## src/rtl/uart_pkg.sv

```systemverilog
// Shared types and constants for the UART core and its receiver.
// UART_PARITY_EN adds the even-parity state to both FSM encodings.
package uart_pkg;

  localparam int DATA_BITS = 8;
  localparam int IDX_W     = $clog2(DATA_BITS);

`ifdef UART_PARITY_EN
  typedef enum logic [2:0] {TX_IDLE, TX_START, TX_DATA, TX_PARITY, TX_STOP} tx_state_t;
  typedef enum logic [2:0] {RX_IDLE, RX_START, RX_DATA, RX_PARITY, RX_STOP} rx_state_t;
`else
  typedef enum logic [2:0] {TX_IDLE, TX_START, TX_DATA, TX_STOP} tx_state_t;
  typedef enum logic [2:0] {RX_IDLE, RX_START, RX_DATA, RX_STOP} rx_state_t;
`endif

  function automatic int clks_per_bit(input int clk_freq, input int baud);
    return clk_freq / baud;
  endfunction

endpackage

```

## src/rtl/uart_rx.sv

```systemverilog
// UART receiver: 2-FF synchroniser, falling-edge start detect, mid-bit sampling.
// With UART_PARITY_EN defined the even parity bit is checked before the stop bit.
//
// state     | meaning
// RX_IDLE   | waiting for a high->low edge on the synchronised line
// RX_START  | half-bit wait, then confirm the start bit is still low
// RX_DATA   | sample 8 data bits LSB first, one bit period apart
// RX_PARITY | sample the parity bit (UART_PARITY_EN only)
// RX_STOP   | sample the stop bit, report byte or frame error
module uart_rx
  import uart_pkg::*;
#(
  parameter int CLKS_PER_BIT = 434
) (
  input  logic                 clk,
  input  logic                 rst_n,
  input  logic                 rxd,
  output logic [DATA_BITS-1:0] rx_data,
  output logic                 rx_valid,
  output logic                 rx_frame_err
`ifdef UART_PARITY_EN
  ,
  output logic                 rx_parity_err
`endif
);

  localparam int CNT_W = $clog2(CLKS_PER_BIT);
  localparam logic [CNT_W-1:0] BIT_LAST  = CNT_W'(CLKS_PER_BIT - 1);
  localparam logic [CNT_W-1:0] HALF_LAST = CNT_W'(CLKS_PER_BIT / 2 - 1);
  localparam logic [IDX_W-1:0] LAST_BIT  = IDX_W'(DATA_BITS - 1);

  rx_state_t            rx_state, rx_next;
  logic [1:0]           sync_q;
  logic                 line_prev;
  logic                 rx_line;
  logic [CNT_W-1:0]     cnt;
  logic [IDX_W-1:0]     bit_idx;
  logic [DATA_BITS-1:0] shift;
  logic                 tick;
  logic                 stop_hit;
`ifdef UART_PARITY_EN
  logic                 par_bit;
`endif

  assign rx_line = sync_q[1];

  always_ff @(posedge clk or negedge rst_n) begin
    if (!rst_n) rx_state <= RX_IDLE;
    else        rx_state <= rx_next;
  end

  always_comb begin
    rx_next = rx_state;
    case (rx_state)
      RX_IDLE:  if (line_prev && !rx_line) rx_next = RX_START;
      RX_START: if (tick) rx_next = rx_line ? RX_IDLE : RX_DATA;
      RX_DATA:  if (tick && bit_idx == LAST_BIT)
`ifdef UART_PARITY_EN
                  rx_next = RX_PARITY;
      RX_PARITY: if (tick) rx_next = RX_STOP;
`else
                  rx_next = RX_STOP;
`endif
      RX_STOP:  if (tick) rx_next = RX_IDLE;
      default:  rx_next = RX_IDLE;
    endcase
  end

  always_comb begin
    tick     = (rx_state != RX_IDLE) && (cnt == '0);
    stop_hit = (rx_state == RX_STOP) && (cnt == '0);
  end

  // The bit timer is preloaded with the half-bit count while idle so the
  // first sample lands mid start bit.
  always_ff @(posedge clk or negedge rst_n) begin
    if (!rst_n) begin
      sync_q       <= 2'b11;
      line_prev    <= 1'b1;
      cnt          <= '0;
      bit_idx      <= '0;
      shift        <= '0;
      rx_data      <= '0;
      rx_valid     <= 1'b0;
      rx_frame_err <= 1'b0;
`ifdef UART_PARITY_EN
      par_bit       <= 1'b0;
      rx_parity_err <= 1'b0;
`endif
    end else begin
      sync_q       <= {sync_q[0], rxd};
      line_prev    <= rx_line;
      rx_valid     <= stop_hit && rx_line;
      rx_frame_err <= stop_hit && !rx_line;
`ifdef UART_PARITY_EN
      rx_parity_err <= stop_hit && (par_bit != ^shift);
      if (rx_state == RX_PARITY && tick) par_bit <= rx_line;
`endif
      if (stop_hit && rx_line) rx_data <= shift;
      if (rx_state == RX_IDLE) begin
        cnt     <= HALF_LAST;
        bit_idx <= '0;
      end else if (tick) begin
        cnt <= BIT_LAST;
        if (rx_state == RX_DATA) begin
          shift   <= {rx_line, shift[DATA_BITS-1:1]};
          bit_idx <= bit_idx + 1'b1;
        end
      end else begin
        cnt <= cnt - 1'b1;
      end
    end
  end

endmodule

```

## src/rtl/uart_core.sv

```systemverilog
// Full-duplex UART top: TX FSM here, receiver in uart_rx.
// UART_PARITY_EN switches framing from 8N1 to 8E1 and adds rx_parity_err.
//
// state     | meaning
// TX_IDLE   | tx_ready high, txd high, waiting for tx_valid
// TX_START  | driving the start bit (low)
// TX_DATA   | driving data bits LSB first
// TX_PARITY | driving the even parity bit (UART_PARITY_EN only)
// TX_STOP   | driving the stop bit (high)
module uart_core
  import uart_pkg::*;
#(
  parameter int CLK_FREQ = 50_000_000,
  parameter int BAUD     = 115200
) (
  input  logic                 clk,
  input  logic                 rst_n,
  input  logic [DATA_BITS-1:0] tx_data,
  input  logic                 tx_valid,
  output logic                 tx_ready,
  output logic                 txd,
  input  logic                 rxd,
  output logic [DATA_BITS-1:0] rx_data,
  output logic                 rx_valid,
  output logic                 rx_frame_err
`ifdef UART_PARITY_EN
  ,
  output logic                 rx_parity_err
`endif
);

  localparam int CLKS_PER_BIT = clks_per_bit(CLK_FREQ, BAUD);
  localparam int CNT_W        = $clog2(CLKS_PER_BIT);
  localparam logic [CNT_W-1:0] BIT_LAST = CNT_W'(CLKS_PER_BIT - 1);
  localparam logic [IDX_W-1:0] LAST_BIT = IDX_W'(DATA_BITS - 1);

  tx_state_t            tx_state, tx_next;
  logic [CNT_W-1:0]     tx_cnt;
  logic [IDX_W-1:0]     tx_bit;
  logic [DATA_BITS-1:0] tx_byte;
  logic                 tx_done;

  assign tx_done = (tx_cnt == '0);

  always_ff @(posedge clk or negedge rst_n) begin
    if (!rst_n) tx_state <= TX_IDLE;
    else        tx_state <= tx_next;
  end

  always_comb begin
    tx_next = tx_state;
    case (tx_state)
      TX_IDLE:  if (tx_valid) tx_next = TX_START;
      TX_START: if (tx_done) tx_next = TX_DATA;
      TX_DATA:  if (tx_done && tx_bit == LAST_BIT)
`ifdef UART_PARITY_EN
                  tx_next = TX_PARITY;
      TX_PARITY: if (tx_done) tx_next = TX_STOP;
`else
                  tx_next = TX_STOP;
`endif
      TX_STOP:  if (tx_done) tx_next = TX_IDLE;
      default:  tx_next = TX_IDLE;
    endcase
  end

  always_comb begin
    tx_ready = 1'b0;
    txd      = 1'b1;
    case (tx_state)
      TX_IDLE:   tx_ready = 1'b1;
      TX_START:  txd = 1'b0;
      TX_DATA:   txd = tx_byte[tx_bit];
`ifdef UART_PARITY_EN
      TX_PARITY: txd = ^tx_byte;
`endif
      default:   ;
    endcase
  end

  // The byte only loads while idle, so the client may change tx_data freely mid-frame.
  always_ff @(posedge clk or negedge rst_n) begin
    if (!rst_n) begin
      tx_cnt  <= '0;
      tx_bit  <= '0;
      tx_byte <= '0;
    end else if (tx_state == TX_IDLE) begin
      tx_cnt <= BIT_LAST;
      tx_bit <= '0;
      if (tx_valid) tx_byte <= tx_data;
    end else if (tx_done) begin
      tx_cnt <= BIT_LAST;
      if (tx_state == TX_DATA) tx_bit <= tx_bit + 1'b1;
    end else begin
      tx_cnt <= tx_cnt - 1'b1;
    end
  end

  uart_rx #(
    .CLKS_PER_BIT(CLKS_PER_BIT)
  ) u_rx (
    .clk          (clk),
    .rst_n        (rst_n),
    .rxd          (rxd),
    .rx_data      (rx_data),
    .rx_valid     (rx_valid),
    .rx_frame_err (rx_frame_err)
`ifdef UART_PARITY_EN
    ,
    .rx_parity_err(rx_parity_err)
`endif
  );

endmodule

```

## config.mk

```make
export PLATFORM = sky130hd
export DESIGN_NAME = uart_core
export DESIGN_NICKNAME = d
export VERILOG_FILES = /design/src/rtl/uart_pkg.sv /design/src/rtl/uart_rx.sv /design/src/rtl/uart_core.sv
export SDC_FILE = /design/constraint.sdc
export NUM_CORES = 1
export LEC_CHECK = 0
export ABC_AREA = 1
export CORE_ASPECT_RATIO = 1.5
export CORE_MARGIN = 5
export CORE_UTILIZATION = 50
export DETAILED_ROUTE_END_ITERATION = 16
export PLACE_DENSITY = 0.74
export SETUP_SLACK_MARGIN = 0.2
export SLEW_MARGIN = 40
export SYNTH_ARGS = -nofsm -noshare
export SYNTH_HDL_FRONTEND = slang
export SYNTH_SLANG_ARGS = --single-unit
```

## constraint.sdc

```tcl
create_clock -name clk -period 1.7 [get_ports clk]
set_clock_uncertainty 0.2 [all_clocks]
set_input_delay 0.51 -clock clk [delete_from_list [all_inputs] [get_ports clk]]
set_output_delay 0.51 -clock clk [all_outputs]
set_load 0.03 [all_outputs]
```

==> summary.md <==
| Metric | Value |
|---|---|
| FF/Latch Area | `0.00143 mm^2` |
| Final GP Congestion | `0.878` |
| Num CTS Buffers | `9` |
| Synthesized cell area | `approximately 0.0027 mm^2` |
| Min-Delay Path Class | `register to register` |
| Synthesis-stage register bit count | `between 50 and 60` |
| Filler cells | `269` |
| WP data arrival | `roughly 1.6 ns` |
| Status | `complete, but fails checks` |
| Vias | `2320` |
| Fin. max-slew vios | `0` |
| Post-placement cell count | `399` |
| Boundary Pins | `24` |
| Synth Area per Inst | `approximately 9.3 um^2` |
| Combinational share of power | `0.471` |
| Core ar. | `0.00516 mm^2` |
| Worst path required time | `0.99 ns` |
| Largest net degree at the start of global routing | `58` |
| First-pass GRT wire length | `~11000 um` |
| # rows | `32` |
| Design Power | `6.27 mW` |
| Final worst slack | `-0.603 ns` |
| Area used by multi-input combinational logic | `~0.0016 mm^2` |
| Synth unique cells | `30` |
| Die width | `69.6 um` |
| Register area share after synthesis | `0.537` |
| CTS clk-pin slew, worst paths | `0.07 ns` |
| Port buffer count | `23` |
| Leakage | `roughly 2.0 nW` |
| DR WL/cell | `16.4 um` |
| Global Route Usage Sum | `0.203` |
| Max Cap Viol | `0` |
| Initial Util | `0.516` |
| Worst Tran Pin Value | `0.422 ns` |
| Final hold slack | `roughly 0.16 ns` |
| Switching Share | `0.385` |
| Power Density | `1490 mW/mm^2` |
| Final Hold Viols | `0` |
| Synth Warn # | `0` |
| Clock latency on the worst-skew pair | `0.35 ns` |
| Dpl hpwl | `3550 um` |
| Largest cells by area after synthesis | `dfrtp_1 51%, nand2_1 9.6%, nand3_1 5.1%` |
| Die Y | `99.4 um` |
| Initial antenna violation count | `0` |
| Period Utilization, post-route | `1.35` |
| Final count of negative-setup-slack endpoints | `31` |
| Maximum clock insertion buffer count | `2` |
| DRC viols | `0` |
| Root Driver | `clkbuf_8` |
| R2R depth | `10` |
| Worst setup path start | `tx_bit[0]$_DFFE_PN0P_` |
| Worst R2R Start | `u_rx.cnt[0]$_DFF_PN0_` |
| Antenna cells | `0` |
| Rel. slew slack | `0.719` |
| Fin nets | `392` |
| Crit start category | `register` |
| CTS tree | `yes` |
| Reg-to-reg endpoint | `u_rx.shift[0]$_DFFE_PN0P_` |
| Pre-Repair DR Iteration Count | `4` |
| P_sw | `approximately 2.4 mW` |
| Most common cell after layout, fill and taps aside | `dfrtp_1` |
| Hold Crit Start | `u_rx.sync_q[0]$_DFF_PN1_` |
| Commonest non-fill, non-tap cells in the layout | `51 x dfrtp_1, 32 x nand2_1, 31 x buf_6` |
| Nature of the critical path endpoint | `primary output` |
| Gr ovfl total | `0` |
| Crit Path Max Fanout | `8` |
| Area Overhead vs Synth | `57.5%` |
| Drt via density | `5.24` |
| Worst hold stages | `0` |
| Ratio of cells with drive above 1 in the final layout | `0.552` |
| Unrepaired setup endpoints after global routing | `yes` |
| DIE AREA | `0.00692 mm^2` |
| Post-route antenna net violation count | `0` |
| Flop pwr share | `0.321` |
| Clock power share | `0.208` |
| Vias in the first global route | `roughly 2400` |
| Max Freq | `434 MHz` |
| Share of the synthesized area in the top cell type | `0.507` |
| Initial DRC count | `~200` |
| Min cycle time layout | `~2.3 ns` |
| WHS Endpoint | `u_rx.sync_q[1]$_DFF_PN1_` |
| Cells after synthesis | `285` |
| Final Non-Filler Cells | `443` |
| Clock sinks | `57` |
| Post-Route WL | `7280 um` |
| Post-Syn Nets | `307` |
| H-tree levels | `3` |
| Pint | `3.86 mW` |
| Failing checks | `setup timing` |
| Max IR drop VDD | `1.41 mV` |
| Critical path class | `register to primary output` |
| Worst R2R Setup Slack | `-0.15 ns` |
| Cell accounting for the most synthesized area | `dfrtp_1` |
## worst max-delay path by stage
stage          cells after the start  slack (ns)  end
2_1_floorplan                      5       0.003  txd
3_3_place_gp                       6       -0.13  txd
3_5_place_dp                       6       -0.22  txd
4_1_cts                            6       -0.50  txd
5_1_grt                            6       -0.69  txd
6_report                           6       -0.60  txd
## power by group through the flow
stage	clock [mW]	sequential, mW	combinational (mW)
4_1_cts	1.31	1.96	2.62
2_1_floorplan	0	1.88	1.19
3_3_place_gp	0	1.93	1.77
3_5_place_dp	0	1.94	1.82
6_report	1.30	2.01	2.96
5_1_grt	1.39	2.04	3.20
## layout make-up
cell class	count	area share
Sequential cell	57	0.342
Clock buffer	10	0.0328
Tap cell	68	0.0203
Timing Repair Buffer	75	0.176
Clock inverter	6	0.0158
Multi-Input combinational cell	195	0.381
Inverter	32	0.0322
## layer usage
| layer | vias up | global-route usage | part of all wire | wire length, um |
|---|---|---|---|---|
| met5 | - | 0 | 0 | 0 |
| met4 | 0 | 0.0977 | 0.034 | 247 |
| met3 | 21 | 0.0465 | 0.035 | 254 |
| met2 | 68 | 0.371 | 0.59 | 4260 |
| met1 | 1131 | 0.219 | 0.35 | 2510 |
| li1 | 1100 | - | - | - |
## kinds of logic after synthesis
family,share of synthesized area
xor+xnor,0.0164
buf+inv,0.0507
mux,0.0254
fa+ha+maj,0.0470
flops,0.537
compound gates,0.0714
simple gates,0.252
## state kept, by name, indices dropped and copies added (netlist names)
signal,count
tx_byte,8
u_rx.rx_valid,1
tx_state,2
tx_cnt,9
u_rx.shift,8
tx_bit,3
u_rx.rx_frame_err,1
u_rx.sync_q,2
u_rx.bit_idx,3
u_rx.rx_state,2
u_rx.line_prev,1
u_rx.cnt,9
u_rx.rx_data,8
## Yosys cell counts
cell	n
nand4_1	4
nand3_1	27
inv_1	27
and2_1	1
a21oi_2	3
nor2_4	2
nor3_4	1
nand4_2	1
nand3b_1	1
o21ai_2	5
o211ai_1	2
xnor2_1	1
mux2_2	6
o21ai_0	13
ha_1	10
dfstp_2	3
a21oi_1	8
nor2_1	25
nand2_1	68
buf_6	1
or2_0	1
nand2_2	2
clkbuf_1	1
or2_2	6
nand3_2	1
dfrtp_1	54
xor2_1	4
inv_2	5
nand2_4	1
nor2_8	1
## critical path, cell delays in order (launching register included)
cell	delay (ns)
dfrtp_2	0.47
a21oi_2	0.18
o21ai_1	0.12
o211ai_1	0.11
nand3_1	0.16
nand2_4	0.09
buf_6	0.12
## repair_timing
| action | in CTS | in global routing |
|---|---|---|
| hold buffers | 1 | 0 |
| gates cloned | 1 | 0 |
| setup endpoints to repair | 58 | 66 |
| hold endpoints to repair | 54 | 0 |
| pin swaps | 36 | 21 |
| setup buffers | 19 | 7 |
| resized for setup | 118 | 60 |
## through the flow
stage / worst slack [ns] / utilization / instance area, um^2 / setup TNS [ns]
3_5_place_dp: -0.216 / 0.616 / 3180 / -2.33
5_1_grt: -0.686 / 0.812 / 4200 / -6.43
2_1_floorplan: 0.00252 / - / 2710 / 0
4_1_cts: -0.496 / 0.763 / 3940 / -1.28
3_3_place_gp: -0.125 / 0.616 / 3180 / -1.80
6_report: -0.603 / 0.812 / 4200 / -3.69
Power figures use the tool's default switching activity.
==> variant 1 (same settings) <==
The parameter `CLK_FREQ` goes from 50_000_000 to 12_500_000.
--- a/src/rtl/uart_core.sv
+++ b/src/rtl/uart_core.sv
@@ -10,7 +10,7 @@
 module uart_core
   import uart_pkg::*;
 #(
-  parameter int CLK_FREQ = 50_000_000,
+  parameter int CLK_FREQ = 12_500_000,
   parameter int BAUD     = 115200
 ) (
   input  logic                 clk,
Behaviour: no difference found for any inputs over 10 cycles, from zero or initial values and one cycle with rst_n low; that may be too few to reach the edited logic, so the function may still have changed.
==> variant 1 against the original RTL <==
The run still ends with negative setup slack left. Power decreased by 18%. Global-route usage decreased by 1.5 points. Sequential cell count decreased by 4. Cell area decreased by 8.3%. Routed wire length decreased by 19%. Synthesized area decreased by 8.1%. Final cell count decreased by 12%. Worst setup slack improved by 0.22 ns. Highest routed layer unchanged.
==> variant 1: results (changes against the original RTL) <==
* Synth area leaders: dfrtp_1 51%, nand2_1 8.7%, o21ai_2 6.4% (was dfrtp_1 51%, nand2_1 9.6%, nand3_1 5.1%)
* Net Sw Frac at 0.3744 (was 0.3846)
* 1st-iter DRT viols at 64 (was 202)
* Final WS setup at -0.3802 ns (was -0.6034 ns)
* Largest net degree at the start of global routing at 54 (was 58)
* Comb pwr share at 0.493 (was 0.471)
* Vias in the first global route at 2041 (was 2434)
* Resized cells post-CTS at 109 (was 118)
* WP data arrival at 1.37 ns (was 1.59 ns)
* Postcts setup bufs at 17 (was 19)
* Reg2reg setup slack at -0.23 ns (was -0.15 ns)
* Via-to-Cell Ratio at 4.933 (was 5.237)
* Via count at 1919 (was 2320)
* GP Congestion at 0.7613 (was 0.8784)
* Worst vdd ir at 0.6401 mV (was 1.407 mV)
* Outcome: complete, but fails checks (unchanged)
* # fillers at 272 (was 269)
* Violated checks: negative setup slack (unchanged)
* Fin Setup TNS at -1.525 ns (was -3.686 ns)
* Drt wl/cell at 15.08 um (was 16.42 um)
* Setup Viol. Count Final at 21 (was 31)
* Pwr Total at 5.109 mW (was 6.269 mW)
* First-pass GRT wire length at 9025 um (was 11120 um)
* Setup WS pre-CTS at -0.1562 ns (was -0.2164 ns)
* Clk. pwr at 0.753 mW (was 1.30 mW)
* Fin nets at 344 (was 392)
## variant 1: cell count changes in the layout (fill, tap and decap cells not counted), sizes merged, moves of 3 or more
cell / before / now
clkbuf: 10 / 7
nand3: 28 / 9
or2: 7 / 4
nand2: 72 / 60
buf: 64 / 60
dfrtp: 54 / 50
nand4: 5 / 1
o21ai: 18 / 31
nor2: 28 / 15
clkinvlp: 3 / 0
## variant 1: critical path, stage by stage (launching register included)
cell     delay, ns
dfrtp_1       0.41
inv_2         0.07
ha_4          0.17
or2_4         0.25
nand2_4       0.05
buf_6         0.12
## variant 1: routing by layer
layer,vias up,routed length [um],global-route usage
met1,928,2042,0.1884
met3,17,143,0.03538
li1,942,-,-
met5,-,0,0
met2,32,3483,0.3659
met4,0,197,0.07953
## variant 1: cell families (layout without fill, tap and decap cells)
logic type	after synthesis	count (layout)	share of synthesized area
compound gates	43	43	0.1176
xor+xnor	5	5	0.01790
fa+ha+maj	10	10	0.05112
buf+inv	36	112	0.06135
flops	53	53	0.5435
mux	6	6	0.02761
simple gates	94	94	0.1810
## variant 1: how the worst max path moves through the flow
stage	from	end	slack (ns)
global route	tx_bit[0]	txd	-0.47
floorplan	tx_bit[0]	txd	0.02
global placement	tx_valid	tx_byte[6]	-0.12
detailed placement	tx_bit[0]	txd	-0.16
finish	tx_state[0]	txd	-0.38
CTS	tx_state[0]	txd	-0.38
## variant 1: layout make-up
| cell class | instances | area, um2 | share of cell area |
|---|---|---|---|
| clock buffer | 7 | 96.34 | 0.02503 |
| clock inverter | 1 | 5.005 | 0.001300 |
| sequential | 53 | 1335 | 0.3469 |
| inverter | 33 | 148.9 | 0.03869 |
| timing repair buffer | 71 | 789.5 | 0.2051 |
| tap | 66 | 82.58 | 0.02146 |
| multi-input combinational | 158 | 1391 | 0.3615 |
==> variant 2 (config.mk and constraints unchanged) <==
Without the edit above. Encoding of `rx_state_t`: now Gray code (2 bits for 4 states).
--- a/src/rtl/uart_pkg.sv
+++ b/src/rtl/uart_pkg.sv
@@ -10,7 +10,7 @@
   typedef enum logic [2:0] {RX_IDLE, RX_START, RX_DATA, RX_PARITY, RX_STOP} rx_state_t;
 `else
   typedef enum logic [2:0] {TX_IDLE, TX_START, TX_DATA, TX_STOP} tx_state_t;
-  typedef enum logic [2:0] {RX_IDLE, RX_START, RX_DATA, RX_STOP} rx_state_t;
+  typedef enum logic [1:0] {RX_IDLE = 2'b00, RX_START = 2'b01, RX_DATA = 2'b11, RX_STOP = 2'b10} rx_state_t;
 `endif
 
   function automatic int clks_per_bit(input int clk_freq, input int baud);
Formal check against the unedited RTL: no difference found for any inputs over 10 cycles, from zero or initial values and one cycle with rst_n low; not proved beyond that.
==> variant 2 against the original RTL <==
The run still ends with negative setup slack left. Sequential cell count unchanged. Power up 7.8%. Non-clock buffer count up 3. Worst hold slack better by 0.0012 ns. Routed wire length down 3.2%. Worst setup slack better by 0.080 ns. Cell area about the same. Maximum frequency up 3.6%. Synthesized area up 1.2%.
==> variant 2: results (changes against the original RTL) <==
* First-pass GRT wire length at 10630 um (was 11120 um)
* Post-synth top cells: 58 x nand2_1, 54 x dfrtp_1, 33 x inv_1 (was 68 x nand2_1, 54 x dfrtp_1, 27 x inv_1, 27 x nand3_1, 25 x nor2_1)
* Via-to-Cell Ratio at 5.091 (was 5.237)
* Fin Setup TNS at -3.392 ns (was -3.686 ns)
* Syn nets at 303 (was 307)
* Seq/Total Area, Yosys at 0.5304 (was 0.5369)
* Via count at 2230 (was 2320)
* Placed Cells at 387 (was 399)
* Worst Tran Pin Value at 0.3963 ns (was 0.4222 ns)
* Hold WS at 0.1639 ns (was 0.1626 ns)
* Routed wl met3 at 177 um (was 254 um)
* Sequential cell power at 1.91 mW (was 2.01 mW)
* Synth area leaders: dfrtp_1 50%, nand2_1 8.1%, ha_1 7.0% (was dfrtp_1 51%, nand2_1 9.6%, nand3_1 5.1%)
* Total GRT Usage at 0.1935 (was 0.2033)
* Outcome: complete, but fails checks (unchanged)
* Layout cells sized above 1 at 0.5297 (was 0.5520)
* Clk buf depth at 2 (unchanged)
* Crit Reg-Reg Startpoint: tx_bit[0] (was u_rx.cnt[0])
* Violated checks: negative setup slack (unchanged)
* HPWL Detailed at 3534 um (was 3546 um)
* Metal2 WL at 3873 um (was 4262 um)
* Uppermost layer routed: met4 (unchanged)
* 1st-iter DRT viols at 139 (was 202)
* P_sw at 2.556 mW (was 2.411 mW)
* Cts bufs inserted at 9 (unchanged)
* Met3 Usage GRT at 0.05110 (was 0.04651)
* GR Util met2 at 0.3554 (was 0.3713)
* Setup Viol. Count Final at 34 (was 31)
* GP Congestion at 0.7807 (was 0.8784)
* Drt wl/cell at 16.09 um (was 16.42 um)
* Cells after synthesis at 276 (was 285)
* Root Buffer: clkbuf_8 (unchanged)
* Met1 Usage GRT at 0.2092 (was 0.2192)
* Reg2reg setup slack at -0.46 ns (was -0.15 ns)
* Net Sw Frac at 0.3783 (was 0.3846)
* Lkg Pwr at 1.943 nW (was 1.965 nW)
* Met1 WL at 2834 um (was 2511 um)
* Worst-case reg-to-reg path depth at 13 (was 10)
* Worst vdd ir at 1.390 mV (was 1.407 mV)
* Setup WS pre-CTS at -0.1288 ns (was -0.2164 ns)
* Placed instance area at 0.003199 mm2 (was 0.003179 mm2)
* WP data arrival at 1.51 ns (was 1.59 ns)
* Comb pwr share at 0.499 (was 0.471)
* Cell variety after synth at 27 (was 30)
* Worst reg2reg endpoint: tx_bit[0] (was u_rx.shift[0])
* Final WS setup at -0.5238 ns (was -0.6034 ns)
==> variant 2: cells by family (layout without fill, tap and decap cells) <==
logic type / after synthesis / in the layout / share of synthesized area
flops: 57 / 57 / 0.5304
mux: 6 / 6 / 0.02506
compound gates: 44 / 44 / 0.09652
simple gates: 113 / 115 / 0.2070
xor+xnor: 6 / 6 / 0.01949
fa+ha+maj: 15 / 15 / 0.06961
buf+inv: 35 / 127 / 0.05197
==> variant 2: area by class of cell <==
type                            count  area (um2)
Tap cell                           68       85.08
Sequential cell                    57        1433
Clock buffer                       11       151.4
Inverter                           33       141.4
Multi-Input combinational cell    186        1565
Clock inverter                      5       77.57
Timing Repair Buffer               78       743.2
Fill cell                         267        1008
==> variant 2: repair_timing <==
action                                 in CTS  in global routing
hold buffers                                1                  0
endpoints found under the hold margin      54                  0
setup buffers                              21                 11
gates resized for setup                    87                 61
setup endpoints to repair                  57                 64
pin swaps                                  24                 22
gates cloned                                2                  0
